### src/rtl/replay_issuer_pkg.sv
// Shared types and defaults for the replay issuer.
// Holds FSM encoding and the backoff load rule.
package replay_issuer_pkg;

  localparam int DEF_WIDTH     = 8;
  localparam int DEF_DEPTH     = 4;
  localparam int DEF_MAX_RETRY = 7;
  localparam int BO_W          = 3;

  typedef enum logic [1:0] {
    IDLE    = 2'd0,
    ISSUE   = 2'd1,
    BACKOFF = 2'd2
  } state_t;

  // Exponential backoff, saturating at 2^3 - 1.
  function automatic logic [BO_W-1:0] backoff_load(
    input int unsigned retry
  );
    logic [BO_W-1:0] v;
    if (retry >= 3)
      v = 3'd7;
    else
      v = BO_W'((1 << retry) - 1);
    return v;
  endfunction

endpackage

### src/rtl/replay_fifo.sv
// Pending-request FIFO for the replay issuer.
// Power-of-2 depth; pointers wrap naturally.
module replay_fifo
  import replay_issuer_pkg::*;
#(
  parameter int WIDTH = DEF_WIDTH,
  parameter int DEPTH = DEF_DEPTH,
  localparam int PW = $clog2(DEPTH),
  localparam int CW = PW + 1
) (
  input  logic             clk,
  input  logic             reset,
  input  logic             enq,
  input  logic [WIDTH-1:0] enq_data,
  input  logic             deq,
  output logic             full,
  output logic             empty,
  output logic [CW-1:0]    count,
  output logic [WIDTH-1:0] head
);

  logic [WIDTH-1:0] mem [DEPTH];
  logic [PW-1:0]    hd;
  logic [PW-1:0]    tl;
  logic             do_enq;
  logic             do_deq;

  assign full   = count == CW'(DEPTH);
  assign empty  = count == '0;
  assign do_enq = enq && !full;
  assign do_deq = deq && !empty;
  assign head   = mem[hd];

  always_ff @(posedge clk or negedge reset) begin
    if (!reset) begin
      hd    <= '0;
      tl    <= '0;
      count <= '0;
    end else begin
      if (do_enq)
        tl <= tl + PW'(1);
      if (do_deq)
        hd <= hd + PW'(1);
      count <= count + CW'(do_enq) - CW'(do_deq);
    end
  end

  always_ff @(posedge clk) begin
    if (do_enq)
      mem[tl] <= enq_data;
  end

endmodule

### src/rtl/replay_issuer.sv
// Issues queued requests, re-issuing on replay with
// exponential backoff and dropping after MAX_RETRY.
module replay_issuer
  import replay_issuer_pkg::*;
#(
  parameter int WIDTH     = DEF_WIDTH,
  parameter int DEPTH     = DEF_DEPTH,
  parameter int MAX_RETRY = DEF_MAX_RETRY
) (
  input  logic             clk,
  input  logic             reset,
  input  logic             io_enq_valid,
  output logic             io_enq_ready,
  input  logic [WIDTH-1:0] io_enq_bits,
  output logic             io_valid,
  output logic [WIDTH-1:0] io_bits,
  input  logic             io_replay,
  output logic             io_done,
  output logic             io_err,
  output logic [WIDTH-1:0] io_tag
);

  localparam int CW = $clog2(DEPTH) + 1;
  localparam int RW = $clog2(MAX_RETRY + 1);

  state_t          state;
  state_t          nxt;
  logic [RW-1:0]   retry;
  logic [BO_W-1:0] bo;
  logic [WIDTH-1:0] tag_q;
  logic [WIDTH-1:0] head;
  logic [CW-1:0]   count;
  logic            full;
  logic            empty;
  logic            enq;
  logic            issue;
  logic            at_max;
  logic            pop;
  logic            more;

  assign io_enq_ready = !full;
  assign enq    = io_enq_valid && io_enq_ready;
  assign issue  = state == ISSUE;
  assign at_max = retry == RW'(MAX_RETRY);
  assign pop    = issue && (!io_replay || at_max);
  // Occupancy after this cycle's pop, including a same-cycle enqueue.
  assign more   = (count > CW'(1)) || enq;

  replay_fifo #(
    .WIDTH(WIDTH),
    .DEPTH(DEPTH)
  ) u_fifo (
    .clk     (clk),
    .reset   (reset),
    .enq     (enq),
    .enq_data(io_enq_bits),
    .deq     (pop),
    .full    (full),
    .empty   (empty),
    .count   (count),
    .head    (head)
  );

  always_ff @(posedge clk or negedge reset) begin
    if (!reset)
      state <= IDLE;
    else
      state <= nxt;
  end

  always_comb begin
    nxt = state;
    unique case (state)
      IDLE: begin
        if (!empty || enq)
          nxt = ISSUE;
      end
      ISSUE: begin
        if (pop)
          nxt = more ? ISSUE : IDLE;
        else
          nxt = BACKOFF;
      end
      BACKOFF: begin
        if (bo == '0)
          nxt = ISSUE;
      end
      default: nxt = IDLE;
    endcase
  end

  always_comb begin
    io_valid = 1'b0;
    io_bits  = '0;
    io_done  = 1'b0;
    io_err   = 1'b0;
    io_tag   = tag_q;
    if (issue) begin
      io_valid = 1'b1;
      io_bits  = head;
      io_done  = !io_replay;
      io_err   = io_replay && at_max;
      if (pop)
        io_tag = head;
    end
  end

  always_ff @(posedge clk or negedge reset) begin
    if (!reset) begin
      retry <= '0;
      bo    <= '0;
      tag_q <= '0;
    end else begin
      if (pop) begin
        retry <= '0;
        tag_q <= head;
      end else if (issue && io_replay) begin
        retry <= retry + RW'(1);
        bo    <= backoff_load(32'(retry));
      end else if (state == BACKOFF && bo != '0) begin
        bo <= bo - BO_W'(1);
      end
    end
  end

endmodule

### config.mk
export PLATFORM = sky130hd
export DESIGN_NAME = replay_issuer
export DESIGN_NICKNAME = d
export VERILOG_FILES = /design/src/rtl/replay_issuer_pkg.sv /design/src/rtl/replay_fifo.sv /design/src/rtl/replay_issuer.sv
export SDC_FILE = /design/constraint.sdc
export NUM_CORES = 1
export LEC_CHECK = 0
export ABC_CLOCK_PERIOD_IN_PS = 6400
export CAP_MARGIN = 20
export CORE_MARGIN = 4
export CORE_UTILIZATION = 40
export DETAILED_ROUTE_END_ITERATION = 8
export PLACE_DENSITY = 0.61
export REMOVE_ABC_BUFFERS = 1
export SLEW_MARGIN = 25
export SYNTH_ARGS = -nofsm -noshare
export SYNTH_HDL_FRONTEND = slang
export SYNTH_SLANG_ARGS = --single-unit
### constraint.sdc
create_clock -name clk -period 6.4 [get_ports clk]
set_input_delay 0.64 -clock clk [delete_from_list [all_inputs] [get_ports clk]]
set_output_delay 0.64 -clock clk [all_outputs]
set_load 0.02 [all_outputs]
; Word level (Yosys, flattened, before mapping)
; Memories as Yosys holds them, arrays and structs flattened.
; Index checks and enable logic that the tools add are counted.
[classes]
addsub = 7
bitwise = 1
muxes = 18
reduce_logical = 21
n_eq_ne = 6
order_cmp = 2
n_shift = 1
[op_table]
columns = cell, count
row1 = $mux 8, 3
row2 = $mux 3, 5
row3 = $logic_and 1x1->1, 7
row4 = $eq 3x3->1 const B, 2
row5 = $logic_not 3->1, 2
row6 = $mux 1, 6
row7 = $mux 2, 3
row8 = $pmux 2 s3, 1
row9 = $add 2x1->2 const B, 2
row10 = $ne 2x2->1 const B, 2
row11 = $reduce_and 2->1, 2
row12 = $reduce_bool 2->1, 2
row13 = $add 3x1->3, 1
row14 = $add 3x1->3 const B, 1
row15 = $ge 3x2->1 const B, 1
row16 = $gt 3x1->1 const B, 1
row17 = $logic_not 1->1, 3
row18 = $logic_or 1x1->1, 3
row19 = $reduce_bool 3->1, 1
row20 = $shl 1x3->3 const A, 1
row21 = $sub 3x1->3, 1
row22 = $sub 3x1->3 const B, 1
row23 = $sub 3x2->3 const B, 1
row24 = $eq 2x1->1 const B, 1
row25 = other kinds (3), 3
[totals]
ram_bits = 32
in_bits = 12
out_inout_bits = 20
reg_bits = 23
memories = 1
word_cells = 64
[mem_list]
columns = name, words, width, rd, rd_ports_with_merged_regs, wr, line
row1 = u_fifo.mem, 4, 8, 1, 0, 1, replay_fifo.sv:22  ; logic [WIDTH-1:0] mem [DEPTH];

; Depth between registers and ports, before layout
[logic_depth]
word_depth = 7
depth_mapped = 9
ltp_nobuf = 9

; Modules after synthesis
; A second synthesis with hierarchy kept.
[hier_totals]
cells_unflattened = 181
hier_area_um2 = 2691.3
[modules_own_cells]
columns = module, n_inst, seq_area_each_um2, cells_each, area_each_um2
row1 = replay_fifo, 1, 1136.1, 84, 1629.1
row2 = replay_issuer, 1, 400.4, 97, 1062.3

; Worst setup path before layout
; Ideal clock, no wire load.
[synth_path]
kind = register -> output
start = register retry[0]
end = output io_tag[6]
stages_incl_launch_ff = 7
arrival_time_ps = 1685
t_required_ps = 5760
path_slack_ps = 4075
path_cell_list = dfrtp_1 -> ha_1 -> ha_1 -> and2b_2 -> nor2_8 -> buf_6 -> mux2_4
[synth_via]
elab_chain_cells = 5
[synth_rtl]
columns = item, line
row1 = from (decl), replay_issuer.sv:28  ; logic [RW-1:0] retry;
row2 = from (signal assigned), replay_issuer.sv:118  ; retry <= retry + RW'(1);
row3 = $eq 3x3->1, replay_issuer.sv:44  ; assign at_max = retry == RW'(MAX_RETRY);
row4 = $logic_or 1x1->1, replay_issuer.sv:45  ; assign pop = issue && (!io_replay || at_max);
row5 = $logic_and 1x1->1, replay_issuer.sv:45
row6 = $mux 8, replay_issuer.sv:103  ; if (pop)
row7 = $mux 8, replay_issuer.sv:98  ; if (issue) begin
row8 = to (decl), replay_issuer.sv:20  ; output logic [WIDTH-1:0] io_tag
; Every way passes these cells.

; Final worst setup path
[layout_path]
start = register retry[0]
end = output io_tag[2]
; Same word-level chain as after synthesis.

==> results.sh <==
export IMPL_status="finished clean"
export IMPL_fmax_mhz=299
export IMPL_fin_setup_tns_ns=0
export IMPL_ys_flop_type="edfxtp_1"
export IMPL_multiInputGateArea_sq_um=1030
export IMPL_cts_inserted_buffers=5
export IMPL_endpoint="io_tag[2]"
export IMPL_synth_edf_count=32
export IMPL_ys_types=38
export IMPL_path_depth=6
export IMPL_cts_root_buffer="clkbuf_8"
export IMPL_ctsHtreeMaxLevel=2
export IMPL_via_per_inst=5.11
export IMPL_seq_area_frac_synth_pct=57.7
export IMPL_place_port_buffers=31
export IMPL_ys_warn_count=0
export IMPL_wire_per_inst_um=16.3
export IMPL_leakagePower_uw=0.00127
export IMPL_arrival_ns=2.70
export IMPL_cts_hold_buffers_added=0
export IMPL_timing_rr_end="u_fifo.count[1]"
export IMPL_r2r_start="retry[0]"
export IMPL_cts_tree="done"
export IMPL_drtPass1Iterations=4
export IMPL_start_kind="register"
export IMPL_clkTransAtPathRegs_ns=0.10
export IMPL_cp_cell_sequence="ha_1 > ha_1 > and2b_2 > nor2_8 > mux2_4 > clkdlybuf4s50_1"
export IMPL_worstPathMaxFanout=17
export IMPL_place_area_sq_um=3030
export IMPL_postRouteAntennaNets=0
export IMPL_ys_ff_latch=55
export IMPL_layout_min_cycle_time_ns=3.34
export IMPL_wl_um=4630
export IMPL_die_area_sq_um=8020
export IMPL_synthMuxAreaShare_pct=16.6
export IMPL_p_int_uw=988
export IMPL_globalplace_congestion=0.716
export IMPL_n_fill_cell=556
export IMPL_power_density_nw_per_um2=500
export IMPL_cts_buffer_depth=2
export IMPL_pin_count=32
export IMPL_final_nets=235
export IMPL_grt_setup_unrepaired="false"
export IMPL_combPwrFrac_pct=49.4
export IMPL_crit_start="retry[0]"
export IMPL_min_period_over_period_pct=52.2
export IMPL_final_cell_area_sq_um=3130
export IMPL_synth_compound_area_share_pct=3.15
export IMPL_relSlewSlack_pct=60.5
export IMPL_syn_to_final_growth_pct=17.6
export IMPL_synth_top_family_by_area="multiplexers"
export IMPL_crit_buf_inv=1
export IMPL_synth_xor_area_share_pct=1.65
export IMPL_critPathCaptureType="primary output"
export IMPL_hold_class="primary input to asynchronous set/reset pin"
export IMPL_syn_area_sq_um=2660
export IMPL_grt_max_degree=24
export IMPL_clock_sinks=55
export IMPL_seqPwrFrac_pct=37.6
export IMPL_vdd_drop_max_mv=0.155
export IMPL_power_uw=1560
export IMPL_gr_total_overflow=0
export IMPL_setup_viol=0
export IMPL_swShare_pct=36.8
export IMPL_drtIter0Drc=92
export IMPL_synthSimpleGateAreaFrac_pct=9.17
export IMPL_dieHeight_um=89.6
export IMPL_initial_core_util_pct=41.4
export IMPL_hold_violations=0
export IMPL_insertion_delay_ns=0.31
export IMPL_cts_repair_resized=0
export IMPL_worst_slew_pin_transition_ns=0.593
export IMPL_core_area_sq_um=6420
export IMPL_dieWidth_um=89.6
export IMPL_path_class="register to primary output"
export IMPL_grt_pass1_wl_um=7570
export IMPL_slew_viol_final=0
export IMPL_layout_drive_gt1_share_pct=19.8
export IMPL_post_cts_buffers=0
export IMPL_maxCapViolCount=0
export IMPL_max_stage_delay_ns=0.55
export IMPL_register_area_sq_um=1540
export IMPL_n_antenna_cell=0
export IMPL_crit_top_cell="ha_1"
export IMPL_drcViolationCount=0
export IMPL_rrSetupSlack_ns=3.92
export IMPL_skew_ns=0.00703
export IMPL_vias=1452
export IMPL_syn_inst=172
export IMPL_whs_ns=0.307
export IMPL_crit_family="simple AND/OR/NAND/NOR gates"
export IMPL_reg2reg_depth=8
export IMPL_async_flop_share_pct=41.8
export IMPL_critical_path_slowest_cell="clkdlybuf4s50_1"
export IMPL_power_frac_clock_pct=13.0
export IMPL_antenna_found_initial=0
export IMPL_syn_area_per_cell_sq_um=15.5
export IMPL_required_ns=5.76
export IMPL_grt_pass1_vias=1478
export IMPL_grt_usage_pct=12.8
export IMPL_dp_final_hpwl_um=3350
export IMPL_switchingPower_uw=576
export IMPL_rows=29
export IMPL_synth_adder_area_share_pct=8.27
==> power by group through the flow <==
stage	clock [uW]	combinational, uW	sequential [uW]
detailed placement	0	786	598
global route	229	849	606
global placement	0	758	590
floorplan	0	545	569
finish	204	772	588
CTS	211	788	591
==> layout by cell type, fill, tap and decap left out, types with 2 or more instances in the layout <==
master           count
mux2_4              16
nor2_1               2
nand2b_1             3
clkdlybuf4s50_1     30
inv_1               14
xnor2_1              4
inv_6                2
o22ai_1              2
ha_1                16
dfrtp_1             23
inv_2                2
nand2_1              5
a21oi_1              2
mux4_2               8
and3_1               6
edfxtp_1            32
clkbuf_8             5
and2_1               9
nand3_1              3
nor3b_1              2
==> routing by layer <==
| layer | vias to the layer above | routed length (um) | GRT usage, % |
|---|---|---|---|
| li1 | 684 | - | - |
| met2 | 20 | 2450 | 22.1 |
| met1 | 741 | 2000 | 16.1 |
| met4 | 0 | 71 | 4.47 |
| met5 | - | 0 | 0 |
| met3 | 7 | 117 | 2.21 |
==> how the worst min path moves through the flow <==
stage | depth (start not counted) | end | from
6_report | 1 | u_fifo.count[0] | reset
5_1_grt | 1 | u_fifo.hd[1] | reset
2_1_floorplan | 0 | bo[0] | reset
4_1_cts | 1 | u_fifo.hd[1] | reset
3_3_place_gp | 1 | tag_q[4] | tag_q[4]
3_5_place_dp | 1 | tag_q[1] | tag_q[1]
==> per-stage QoR <==
step	utilization (%)	instances	worst slack [ns]
after floorplan	-	168	4.12
final	48.7	284	3.06
after global placement	47.3	276	3.15
after detailed placement	47.2	276	3.09
after CTS	48.7	284	3.05
after global routing	48.7	284	2.96
==> layout make-up <==
| cell class | instances | share of cell area, % |
|---|---|---|
| flip-flops and latches | 55 | 49.1 |
| multi-input cells | 97 | 33.1 |
| repair buffers | 31 | 9.75 |
| well taps | 77 | 3.08 |
| clock buffers | 5 | 2.20 |
| inverters | 16 | 1.92 |
| clock inverters | 3 | 0.919 |
==> cell usage after synthesis, types with 2 or more instances <==
library cell,number,share of area (%)
inv_1,14,2.0
nand3_1,3,0.56
nor3b_1,2,0.56
dfrtp_1,23,22
and3_1,6,1.4
and2_1,9,2.1
o22ai_1,2,0.47
inv_2,2,0.28
clkbuf_1,2,0.28
nand2_1,5,0.71
mux2_4,16,9.0
edfxtp_1,32,36
nand2b_1,3,0.71
buf_6,2,0.85
xnor2_1,4,1.3
a21oi_1,2,0.38
nor2_1,2,0.28
ha_1,16,7.5
mux4_2,8,6.8
==> worst reg2reg max path, delay by kind of cell, from the launching register on <==
| kind | cells | cell delay [ns] |
|---|---|---|
| buf+inv | 1 | 0.06 |
| simple gates | 2 | 0.59 |
| flops | 1 | 0.45 |
| fa+ha+maj | 5 | 1.26 |
==> state kept, by name, summed over array words and instances, names as in the netlist <==
name / flops
u_fifo.mem: 32
tag_q: 8
bo: 3
retry: 3
u_fifo.count: 3
state: 2
u_fifo.hd: 2
u_fifo.tl: 2
==> cell families after synthesis <==
group           count (synthesis)
flops                          55
simple gates                   37
mux                            26
buf+inv                        20
fa+ha+maj                      17
compound gates                 12
xor+xnor                        5
No activity file was read; power rests on OpenSTA's default activity.
==> RTL change, RTL diff (same flow settings) <==
Register the output `io_err`; this adds one clock of latency there. The other outputs are not delayed to match.
--- a/src/rtl/replay_issuer.sv
+++ b/src/rtl/replay_issuer.sv
@@ -22,6 +22,8 @@
 
   localparam int CW = $clog2(DEPTH) + 1;
   localparam int RW = $clog2(MAX_RETRY + 1);
+
+  logic io_err_d;
 
   state_t          state;
   state_t          nxt;
@@ -93,13 +95,13 @@
     io_valid = 1'b0;
     io_bits  = '0;
     io_done  = 1'b0;
-    io_err   = 1'b0;
+    io_err_d = 1'b0;
     io_tag   = tag_q;
     if (issue) begin
       io_valid = 1'b1;
       io_bits  = head;
       io_done  = !io_replay;
-      io_err   = io_replay && at_max;
+      io_err_d = io_replay && at_max;
       if (pop)
         io_tag = head;
     end
@@ -123,5 +125,9 @@
     end
   end
 
+  always_ff @(posedge clk) begin
+    io_err <= io_err_d;
+  end
+
 endmodule
 
Formal check against the unedited RTL: no difference found for any inputs over 10 cycles, from zero or initial values and one cycle with reset low; that may be too few to reach the edited logic, so the function may still have changed.
==> RTL change against the unedited design <==
Worst hold slack got worse by 0.0090 ns. Count of clock-buffer cells in the layout unchanged. Critical path type unchanged. Final area increased by 1.1%. Highest routed layer unchanged. Clock power decreased by 4%. Power about the same. Worst setup slack got worse by 0.0033 ns. Non-clock buffer count unchanged. Synthesized area increased by 1.6%. Largest cell class unchanged. Sequential cell count increased by 1. Routed wire length increased by 1.2%. Sequential share of layout area increased by 0.089 points.
==> RTL change: results (changes against the unedited design) <==
[logic_synthesis]
synthTopCellsByArea = edfxtp_1, dfrtp_1, mux2_4
postSynthCellCount = 176  ; +2.3%
synth_mux_area_share_pct = 15.97  ; -0.67 points
synthArstFlopShare_pct = 41.07  ; -0.75 points
synth_compound_area_share_pct = 3.935  ; +0.79 points
ys_seq_area_share_pct = 57.59  ; -0.14 points

[layout]
final-clk-cell-share_pct = 2.885  ; -0.23 points
nNetsFinal = 239  ; +1.7%
seq_share_pct = 49.17  ; +0.089 points

[drt]
drt-met1-wl_mm = 2.171  ; +8.6%
vias_per_cell = 5.101  ; -0.23%
avgRoutedWirePerCell_um = 16.29  ; -0.18%
wl_met2_mm = 2.267  ; -7.4%
met3_length_um = 204  ; +74%

[worst_setup_path]
r2r.worst_path.cells = 10  ; +2
cp_max_fo = 19  ; +2
regToRegSetupSlack_ns = 3.65  ; -0.27 ns
crit-reg2reg-capture = u_fifo.count[2]

[pwr]
power_leakage_uw = 0.001283  ; +0.85%
switching_share_pct = 36.61  ; -0.23 points
peakVddDrop_uv = 180.1  ; +16%

[run_status]
status = completed

[place]
placed_cells = 280  ; +1.4%
dp_hpwl_mm = 3.411  ; +1.8%

[global_routing]
grtUsageTotal_pct = 12.61  ; -0.18 points
grt_use_met3_pct = 4.007  ; +1.8 points
grt_first_pass_wirelength_mm = 8.128  ; +7.4%
gr-usage-met2_pct = 20.04  ; -2.0 points
grt_pass1_vias = 1557  ; +5.3%
use_met1_pct = 16.47  ; +0.35 points

[RTL change: cell count changes in the layout (fill, tap and decap cells not counted), sizes merged, moves of 2 or more]
cell,unedited run,this run
a21oi,2,4
a221o,0,2
clkinv,0,2
inv,19,17
nand2b,4,2
nand4,0,2
[RTL change: per-stage QoR]
stage | utilization [%] | area, um^2 | total power, uW | setup WS, ns
after detailed placement | 47.60 | 3074 | 1392 | 3.092
after floorplan | - | 2673 | 1123 | 3.910
after global routing | 49.01 | 3166 | 1680 | 2.913
after CTS | 49.01 | 3166 | 1589 | 3.043
after global placement | 47.68 | 3079 | 1361 | 3.142
final | 49.01 | 3166 | 1566 | 3.056
[RTL change: power by group through the flow]
stage / logic (uW) / registers [uW] / clock network (uW)
floorplan: 551 / 572 / 0
global placement: 770 / 591 / 0
detailed placement: 791 / 601 / 0
CTS: 795 / 593 / 201
global route: 854 / 608 / 219
finish: 781 / 590 / 195
